## src/rtl/memory_arbiter.sv

```systemverilog
// Single-port RAM arbiter between an instruction fetch port and a data port.
// Optional access timeout with sticky err is enabled by defining MEMARB_TIMEOUT_EN.
module memory_arbiter #(
  parameter int unsigned TIMEOUT = 16
) (
  input  logic        CLK,
  input  logic        nRST,
  input  logic        iREN,
  input  logic [31:0] iaddr,
  output logic [31:0] iload,
  output logic        ihit,
  input  logic        dREN,
  input  logic        dWEN,
  input  logic [31:0] daddr,
  input  logic [31:0] dstore,
  output logic [31:0] dload,
  output logic        dhit,
  output logic        ramREN,
  output logic        ramWEN,
  output logic [31:0] ramaddr,
  output logic [31:0] ramstore,
  input  logic [31:0] ramload,
  input  logic        ramready,
  output logic        busy,
  output logic        err
);

  typedef enum logic [1:0] {IDLE, IFETCH, DREAD, DWRITE} state_t;

  state_t r_state;
  state_t w_next;
  logic   r_last_d;
  logic   w_held;
  logic   w_expire;

`ifdef MEMARB_TIMEOUT_EN
  localparam int unsigned CW = $clog2(TIMEOUT + 1);

  logic [CW-1:0] r_cnt;
  logic          r_err;

  // Expiry counts only while the requester still wants the access; a dropped
  // request is a requester abort, not a timeout.
  assign w_expire = (r_state != IDLE) && w_held && !ramready &&
                    (r_cnt == CW'(TIMEOUT - 1));
  assign err      = r_err;

  always_ff @(posedge CLK) begin
    if (!nRST || r_state == IDLE) begin
      r_cnt <= '0;
    end else if (!ramready) begin
      r_cnt <= r_cnt + 1'b1;
    end
  end

  always_ff @(posedge CLK) begin
    if (!nRST) begin
      r_err <= 1'b0;
    end else if (w_expire) begin
      r_err <= 1'b1;
    end
  end
`else
  assign w_expire = 1'b0;
  assign err      = 1'b0;
`endif

  always_comb begin
    w_held = 1'b0;
    case (r_state)
      IFETCH:  w_held = iREN;
      DREAD:   w_held = dREN;
      DWRITE:  w_held = dWEN;
      default: w_held = 1'b0;
    endcase
  end

  always_ff @(posedge CLK) begin
    if (!nRST) begin
      r_state <= IDLE;
    end else begin
      r_state <= w_next;
    end
  end

  always_ff @(posedge CLK) begin
    if (!nRST) begin
      r_last_d <= 1'b0;
    end else if (dhit) begin
      r_last_d <= 1'b1;
    end else if (ihit) begin
      r_last_d <= 1'b0;
    end
  end

  always_comb begin
    w_next   = r_state;
    ramREN   = 1'b0;
    ramWEN   = 1'b0;
    ramaddr  = '0;
    ramstore = '0;
    ihit     = 1'b0;
    dhit     = 1'b0;
    iload    = '0;
    dload    = '0;
    busy     = (r_state != IDLE);

    case (r_state)
      IDLE: begin
        if (iREN && r_last_d) begin
          w_next = IFETCH;
        end else if (dWEN) begin
          w_next = DWRITE;
        end else if (dREN) begin
          w_next = DREAD;
        end else if (iREN) begin
          w_next = IFETCH;
        end
      end
      IFETCH: begin
        ramREN  = 1'b1;
        ramaddr = iaddr;
      end
      DREAD: begin
        ramREN  = 1'b1;
        ramaddr = daddr;
      end
      DWRITE: begin
        ramWEN   = 1'b1;
        ramaddr  = daddr;
        ramstore = dstore;
      end
      default: w_next = IDLE;
    endcase

    if (r_state != IDLE) begin
      if (w_held && ramready) begin
        w_next = IDLE;
        if (r_state == IFETCH) begin
          ihit  = 1'b1;
          iload = ramload;
        end else begin
          dhit = 1'b1;
          if (r_state == DREAD) begin
            dload = ramload;
          end
        end
      end else if (!w_held || w_expire) begin
        w_next = IDLE;
      end
    end
  end

endmodule

```

## config.mk

```make
export PLATFORM = sky130hd
export DESIGN_NAME = memory_arbiter
export DESIGN_NICKNAME = d
export VERILOG_FILES = /design/src/rtl/memory_arbiter.sv
export SDC_FILE = /design/constraint.sdc
export NUM_CORES = 1
export LEC_CHECK = 0
export CORE_AREA = 2 2 104 106
export CTS_BUF_LIST = sky130_fd_sc_hd__clkbuf_4
export DETAILED_ROUTE_END_ITERATION = 7
export DIE_AREA = 0 0 106 108
export GPL_ROUTABILITY_DRIVEN = 1
export SLEW_MARGIN = 0
export SYNTH_ARGS = -nofsm -noshare
export SYNTH_HDL_FRONTEND = slang
export SYNTH_SLANG_ARGS = --single-unit
```

## constraint.sdc

```tcl
create_clock -name CLK -period 2.5 [get_ports CLK]
set_input_delay 0.25 -clock CLK [delete_from_list [all_inputs] [get_ports CLK]]
set_output_delay 0.25 -clock CLK [all_outputs]
set_load 0.01 [all_outputs]
```

After elaboration in Yosys (flattened, before gate mapping):

Cells that the tools add are included.

* memories: 0
* memory bits (writable): 0
* register bits after elaboration: 3
* latch bits: 0
* bits in read-only memories: 0
* output and inout bits: 134

* bitwise gates (word level): 0
* divide/modulo/power cells: 0
* multiplexer cells: 28
* reduce and logical (&&, ||, !) cells: 7
* eq/ne operators: 3
* $lt $le $gt $ge: 0
* shifts and indexed selects: 0
* $mul: 0
* add/subtract/negate cells: 0

Operators with widths (number)
* two-way mux 32 bit: 8
* case mux 32 bit (2 select lines): 1
* two-way mux 2 bit: 8
* two-way mux 1 bit: 10
* equality test 2 bit (second input constant): 2
* nonzero test 2 bit: 2
* OR reduction 2 bit: 2
* case mux 1 bit (3 select lines): 1
* equality test 2 x 1 -> 1 bit (second input constant): 1
* logical AND 1 bit: 2
* zero test 2 bit: 1

Longest topological paths before layout:

Gate-level depths: netlist of the first run.

* depth in word-level cells: 8
* depth in mapped cells: 8

Worst setup path after synthesis of the first run:

OpenSTA, ideal clock, no wires.

* path type: reg2out
* from: reg r_state[1]
* to: out iload[21]
* data arrival time: 2.147 ns
* stages on the path, launching flop included: 9
* slack: 0.103 ns
* cell sequence: dfxtp_1 clkbuf_1 inv_1 ha_1 buf_6 a222oi_1 nor3b_2 buf_2 and2_1

* cells in the longest elaborated chain, start to end: 5

RTL lines
* from (decl): line 30 `state_t r_state;`
* from (signal assigned): line 82 `r_state <= w_next;`
* equality test 2 bit or equality test 2 x 1 -> 1 bit (tied branches): line 70, 139
* case mux 1 bit (3 select lines): line 70 `case (r_state)`
* logical AND 1 bit: line 137 `if (w_held && ramready) begin`
* two-way mux 32 bit: line 137
* two-way mux 32 bit *: line 136 `if (r_state != IDLE) begin`
* to (decl): line 10 `output logic [31:0] iload,`

Every way passes the cells marked *; elsewhere a longest branch is shown, timed or not.

Final worst setup path of the first run:

* from: reg r_state[0]
* to: out dload[16]

* cells in the longest elaborated chain, start to end: 5

RTL lines
* equality test 2 bit (tied with other cells): line 70
* case mux 1 bit (3 select lines) or two-way mux 32 bit (tied branches): line 70, 144
* logical AND 1 bit or two-way mux 32 bit (tied branches): line 137, 139
* two-way mux 32 bit: line 137
* two-way mux 32 bit *: line 136
* to (decl): line 16 `output logic [31:0] dload,`

Marked as above.

==> impl_metrics.ini, run 1 <==
[grt]
grt_antenna_before_repair = 0
grt_pass1_vias = 2502
grt_overflow_total = 0
grt_max_degree = 35
grt_usage_pct = 13.9
grt_pass1_wl_um = 12900

[logic_synthesis]
synth_seq_cells = 3
ys_warn_count = 0
synthCells = 215
avgSynthCellArea_um2 = 6.27
async_reset_ff_share_pct = 0
synth_ff_type = dfxtp_1
synth_top_cell_area_share_pct = 44.6
syn_nets = 354
synth_cell_types = 28
ys_seq_area_share_pct = 4.46
synthTopCellsByArea = and2_1 45%, a22oi_1 17%, nor2_1 9.5%
synth-edff-count = 0
yosysTopAreaCell = and2_1
syn_area_um2 = 1350

[floorplan]
die_w_um = 106
chipHeight_um = 108
core-area_um2 = 10200
rows = 37
fp.dieArea_um2 = 11400
start_util_pct = 13.2
io_pins = 268

[critical_path]
worstSetupPathDepth = 12
critPathTopFamily = buffers and inverters
worstPathArrival_ns = 2.22
path_class = flop to primary output
end_kind = primary output
crit_path_start_kind = flop
required_ns = 2.25
path_cells = inv_4 > buf_6 > ha_4 > a222oi_1 > buf_4 > nor4b_4 > buf_4 > clkbuf_16 > buf_6 > buf_6 > and2_4 > buf_6
r2r_cells = 7
max_stage_delay_ns = 0.34
timing.critical_path.mode_cell = buf_6
path_buf_inv = 8
cp_max_fo = 4
slowest_stage = dfxtp_2

[sta]
setup_slack_ns = 0.0257
maxSlewViolCount = 0
rsz0062_at_grt = yes
hold_violations = 0
skew_ns = 0.0000479
min_period_ns = 2.47
finalCritPeriodShare_pct = 99.0
fmax_mhz = 404
finalSetupViolations = 0

[power_and_ir_drop]
p_leak_nw = 1.97
peakVddDrop_mv = 0.0982
cellPowerDensity_nw_per_um2 = 176

[clock_network]
cts_tree = built
cts_root_buf = clkbuf_4
clockBufferDepth = 2
cts_max_level = 1
cts_made_buffers = 3
cts.sinks = 3
clock_latency_ns = 0.23
clkTransAtPathRegs_ns = 0.04
cts_hold_buffers = 0

[route]
firstDrtPassIters = 4
ant_nets = 0
drc = 0
first_iter_violations = 129
routed_wl_um = 8770
vias_per_cell = 4.12
vias = 2597
wl_per_cell_um = 13.9

[status]
status = finished clean

[final_layout]
final_layout_size_suffix_gt1_share_pct = 16.8
stdcell_count = 630
synthToLayoutAreaGrowth_pct = 222
final_cell_mix = 200 x clkdlybuf4s50_1, 92 x and2_1, 34 x nor2_1
fin_nets = 634
diodes = 0
mostFrequentLayoutCell = clkdlybuf4s50_1

[placed_design]
dp_slack_ns = -0.157
dpl.cell_count = 613
port_buffers = 266
dp_hpwl_um = 6820
routabilityCongestion = 0.844

[job]
max_cap_violations = 0

[hold_path]
worstHoldPathType = flop to flop
holdPathStages = 2
-- registers in the layout, indices dropped and copies added (netlist names) --
register and count:
r_last_d 1, r_state 2
-- cells by family after synthesis --
group	synth area share (%)
AND/OR/NAND/NOR	60.4
flip-flops	4.46
AO/OA/AOI/OAI	22.4
adder cells (fa/ha/maj)	4.64
buffers and inverters	7.89
other	0.278
-- synth_stat cells, types with 2 or more instances --
cell type  instances
a22oi_1           31
and2_1            96
clkbuf_1          19
dfxtp_1            3
ha_1               5
inv_1              3
nand2_1            2
nor2_1            34
nor3_1             2
o21ai_0            2
-- worst reg2reg max path: cells and delay by family, from the launching register on --
kind	cells	cell delay (ns)
AO/OA/AOI/OAI	2	0.24
adder cells (fa/ha/maj)	1	0.16
buffers and inverters	3	0.45
flip-flops	1	0.34
AND/OR/NAND/NOR	1	0.61
-- path summary, 6_finish.rpt --
path / slack (ns) / start / to
max: 0.03 / r_state[0] / dload[16]
min: 0.64 / r_last_d / r_last_d
max reg2reg: 0.61 / r_state[0] / r_state[0]
min reg2reg: 0.64 / r_last_d / r_last_d
-- cell type report --
type	count	area (um2)
clock buffer	4	30.0
fill	1026	5890
inverter	3	13.8
multi-input combinational	187	1260
sequential	3	62.6
tap	136	170
timing repair buffer	297	2810
-- report_power, final --
group / internal, mW / switching, mW / leakage (nW) / total [mW]
combinational: 0.383 / 0.229 / 1.93 / 0.612
clock: 0.0707 / 0.0257 / 0.0184 / 0.0963
sequential: 0.0528 / 0.00322 / 0.0253 / 0.0560
total: 0.506 / 0.258 / 1.97 / 0.764
-- layer usage --
layer  track usage (%)  vias up  share of wire (%)
met1              14.7     1152                 36
met5                 0        -                  0
li1                  -     1273                  -
met4              2.16        0               0.89
met2              27.1      164                 53
met3              4.94        8                 11
-- timing repair --
item                                    4_1_cts  5_1_grt
pin swaps                                     4        4
gates cloned                                  3        0
gates resized for setup                     179       13
setup buffers                                 8        3
endpoints found under the setup margin       66       29
-- stage by stage --
stage / TNS (ns) / area [um2] / hold WS [ns] / power (mW) / utilization, %
after floorplan: 0 / 1350 / 0.404 / 0.248 / -
after global routing: -0.343 / 4350 / 0.676 / 0.826 / 42.5
after detailed placement: -7.17 / 4250 / 0.628 / 0.636 / 41.6
after global placement: -5.35 / 4250 / 0.633 / 0.636 / 41.6
after CTS: -0.278 / 4290 / 0.641 / 0.764 / 41.9
final: 0 / 4350 / 0.637 / 0.764 / 42.5
No activity file was read; power rests on OpenSTA's default activity.
==> run 2: changes to the inputs <==
--- a/config.mk
+++ b/config.mk
@@ -5,12 +5,13 @@
 export SDC_FILE = /design/constraint.sdc
 export NUM_CORES = 1
 export LEC_CHECK = 0
+export ABC_CLOCK_PERIOD_IN_PS = 2500
 export CORE_AREA = 2 2 104 106
 export CTS_BUF_LIST = sky130_fd_sc_hd__clkbuf_4
 export DETAILED_ROUTE_END_ITERATION = 7
 export DIE_AREA = 0 0 106 108
 export GPL_ROUTABILITY_DRIVEN = 1
-export SLEW_MARGIN = 0
+export SLEW_MARGIN = 20
 export SYNTH_ARGS = -nofsm -noshare
 export SYNTH_HDL_FRONTEND = slang
 export SYNTH_SLANG_ARGS = --single-unit
==> results of run 2 <==
Same layout as run 1: the final DEF is identical, and so are final timing and power.
==> run 3: changes to the inputs <==
--- a/config.mk
+++ b/config.mk
@@ -6,11 +6,12 @@
 export NUM_CORES = 1
 export LEC_CHECK = 0
 export ABC_CLOCK_PERIOD_IN_PS = 2500
-export CORE_AREA = 2 2 104 106
+export CORE_AREA = 4 4 101 103
 export CTS_BUF_LIST = sky130_fd_sc_hd__clkbuf_4
 export DETAILED_ROUTE_END_ITERATION = 7
-export DIE_AREA = 0 0 106 108
+export DIE_AREA = 0 0 105 107
 export GPL_ROUTABILITY_DRIVEN = 1
+export GPL_TIMING_DRIVEN = 0
 export SLEW_MARGIN = 20
 export SYNTH_ARGS = -nofsm -noshare
 export SYNTH_HDL_FRONTEND = slang
==> constraint.sdc (replaced) <==
create_clock -name CLK -period 2.5 [get_ports CLK]
set_input_delay 0.75 -clock CLK [delete_from_list [all_inputs] [get_ports CLK]]
set_output_delay 0.75 -clock CLK [all_outputs]
set_load 0.01 [all_outputs]
==> run 3 against run 2 <==
  * The run now ends with negative setup slack left
  * Sequential power is 3% higher
  * Highest routed layer unchanged
  * Via count is 4.0% higher
  * Sequential share of layout area is 0.099 points lower
  * Non-clock buffer count is 15 higher
  * Maximum frequency is 16% lower
  * Largest power group unchanged
==> impl_metrics.ini, run 3 (synthesized netlist as in run 1, its figures left out) <==
[clock_network]
cts.sinks = 3
cts_root_buf = clkbuf_4
cts_max_level = 1
cts_tree = built
clock_latency_ns = 0.25
clkTransAtPathRegs_ns = 0.04
clockBufferDepth = 2
cts_hold_buffers = 0
cts_made_buffers = 3

[critical_path]
r2r_cells = 10
path_class = flop to primary output
path_buf_inv = 5
path_cells = buf_8 > inv_6 > ha_4 > or3b_4 > nor4b_4 > buf_12 > clkbuf_16 > and2_4 > buf_6
slowest_stage = or3b_4
crit_path_start_kind = flop
crit_end = dload[17]
worstSetupPathDepth = 9
startpoint = r_state[1]
r2r-start = r_state[1]
end_kind = primary output
max_stage_delay_ns = 0.44
required_ns = 1.75
worstPathArrival_ns = 2.19
cp_max_fo = 8
reg2reg_slack_ns = 0.49
critPathTopFamily = simple AND/OR/NAND/NOR gates
r2r_end = r_last_d

[final_layout]
multi_input_area_um2 = 1490
largest_register_ffs = 2
regMostFlops = r_state
synthToLayoutAreaGrowth_pct = 260
diodes = 0
stdcell_count = 620
final_cell_mix = 131 x clkdlybuf4s50_1, 66 x buf_6, 60 x and2_4
final_util_pct = 52.8
fillCellCount = 887
final_layout_size_suffix_gt1_share_pct = 45.4
register_area_um2 = 65.1
top_regs = r_state (2), r_last_d (1)
fin_nets = 649
mostFrequentLayoutCell = clkdlybuf4s50_1

[route]
routed_wl_um = 10100
vias = 2701
first_iter_violations = 99
wl_per_cell_um = 16.2
vias_per_cell = 4.36
firstDrtPassIters = 4
ant_nets = 0
drc = 0
met3_length_um = 882
met1_length_um = 3410
highest_layer = met4
routed-wl-met2_um = 5710

[sta]
min_period_ns = 2.94
maxSlewViolCount = 0
hold_violations = 0
finalSetupViolations = 66
skew_ns = 0.00883
tns_ns = -24.18
fmax_mhz = 340
finalCritPeriodShare_pct = 118
setup_slack_ns = -0.442
whs_ns = 0.624
rsz0062_at_grt = yes

[floorplan]
io_pins = 268
start_util_pct = 14.7
rows = 35
chipHeight_um = 107
fp.dieArea_um2 = 11200
core-area_um2 = 9200
die_w_um = 105

[status]
status = finished with violations
violations = negative setup slack

[power_and_ir_drop]
cellPowerDensity_nw_per_um2 = 165
peakVddDrop_mv = 0.235
p_leak_nw = 2.43

[placed_design]
port_buffers = 266
routabilityCongestion = 0.824
dpl.cell_count = 592
dp_slack_ns = -1.60
dp_hpwl_um = 8430

[grt]
grt_pass1_wl_um = 14500
grt_pass1_vias = 2694
grt_overflow_total = 0
grt_antenna_before_repair = 0
grt_usage_pct = 16.1
grt_max_degree = 11

[job]
max_cap_violations = 0

[hold_path]
worstHoldPathType = flop to flop
## run 3: changes by cell type in the layout (fill, tap and decap cells not counted), sizes merged
cell | before | now
clkdlybuf4s50 | 200 | 131
clkdlybuf4s15 | 0 | 3
dlymetal6s2s | 3 | 10
clkbuf | 5 | 18
buf | 62 | 123
## run 3: tightest hold or removal path, stage by stage (launching register included)
cell      delay (ns)
dfxtp_1         0.34
o21bai_1        0.10
and3b_1         0.15
## run 3: how the worst min path moves through the flow
stage | slack [ns] | end | startpoint | cells after the start
floorplan | 0.57 | r_last_d | r_last_d | 2
global placement | 0.62 | r_last_d | r_last_d | 2
detailed placement | 0.62 | r_last_d | r_last_d | 2
CTS | 0.63 | r_last_d | r_last_d | 2
global route | 0.69 | r_last_d | r_last_d | 2
finish | 0.62 | r_last_d | r_last_d | 2
## run 3: power by group
part           switching, mW  internal (mW)
logic                  0.256          0.384
clock network         0.0319         0.0711
registers            0.00490         0.0525
total                  0.293          0.507
## run 3: timing repair
| action | CTS | global route |
|---|---|---|
| gates resized for setup | 515 | 63 |
| setup buffers | 14 | 8 |
| gates cloned | 6 | 0 |
| setup endpoints to repair | 131 | 90 |
| pin swaps | 13 | 7 |
## run 3: cell type report
cell class | count | share of cell area, %
flip-flops and latches | 3 | 1.34
repair buffers | 293 | 59.6
plain buffers | 19 | 4.41
multi-input cells | 187 | 30.8
well taps | 111 | 2.86
clock buffers | 4 | 0.619
inverters | 3 | 0.387
## run 3: through the flow
step	instance area, um2	power (mW)
3_5_place_dp	4320	0.635
4_1_cts	4650	0.765
5_1_grt	4850	0.859
2_1_floorplan	1520	0.257
6_report	4850	0.800
3_3_place_gp	4320	0.631
## run 3: per-layer routing
layer	track usage (%)	up-vias
met2	33.7	148
met4	1.78	0
met5	0	-
met1	15.7	1240
met3	4.88	8
li1	-	1305
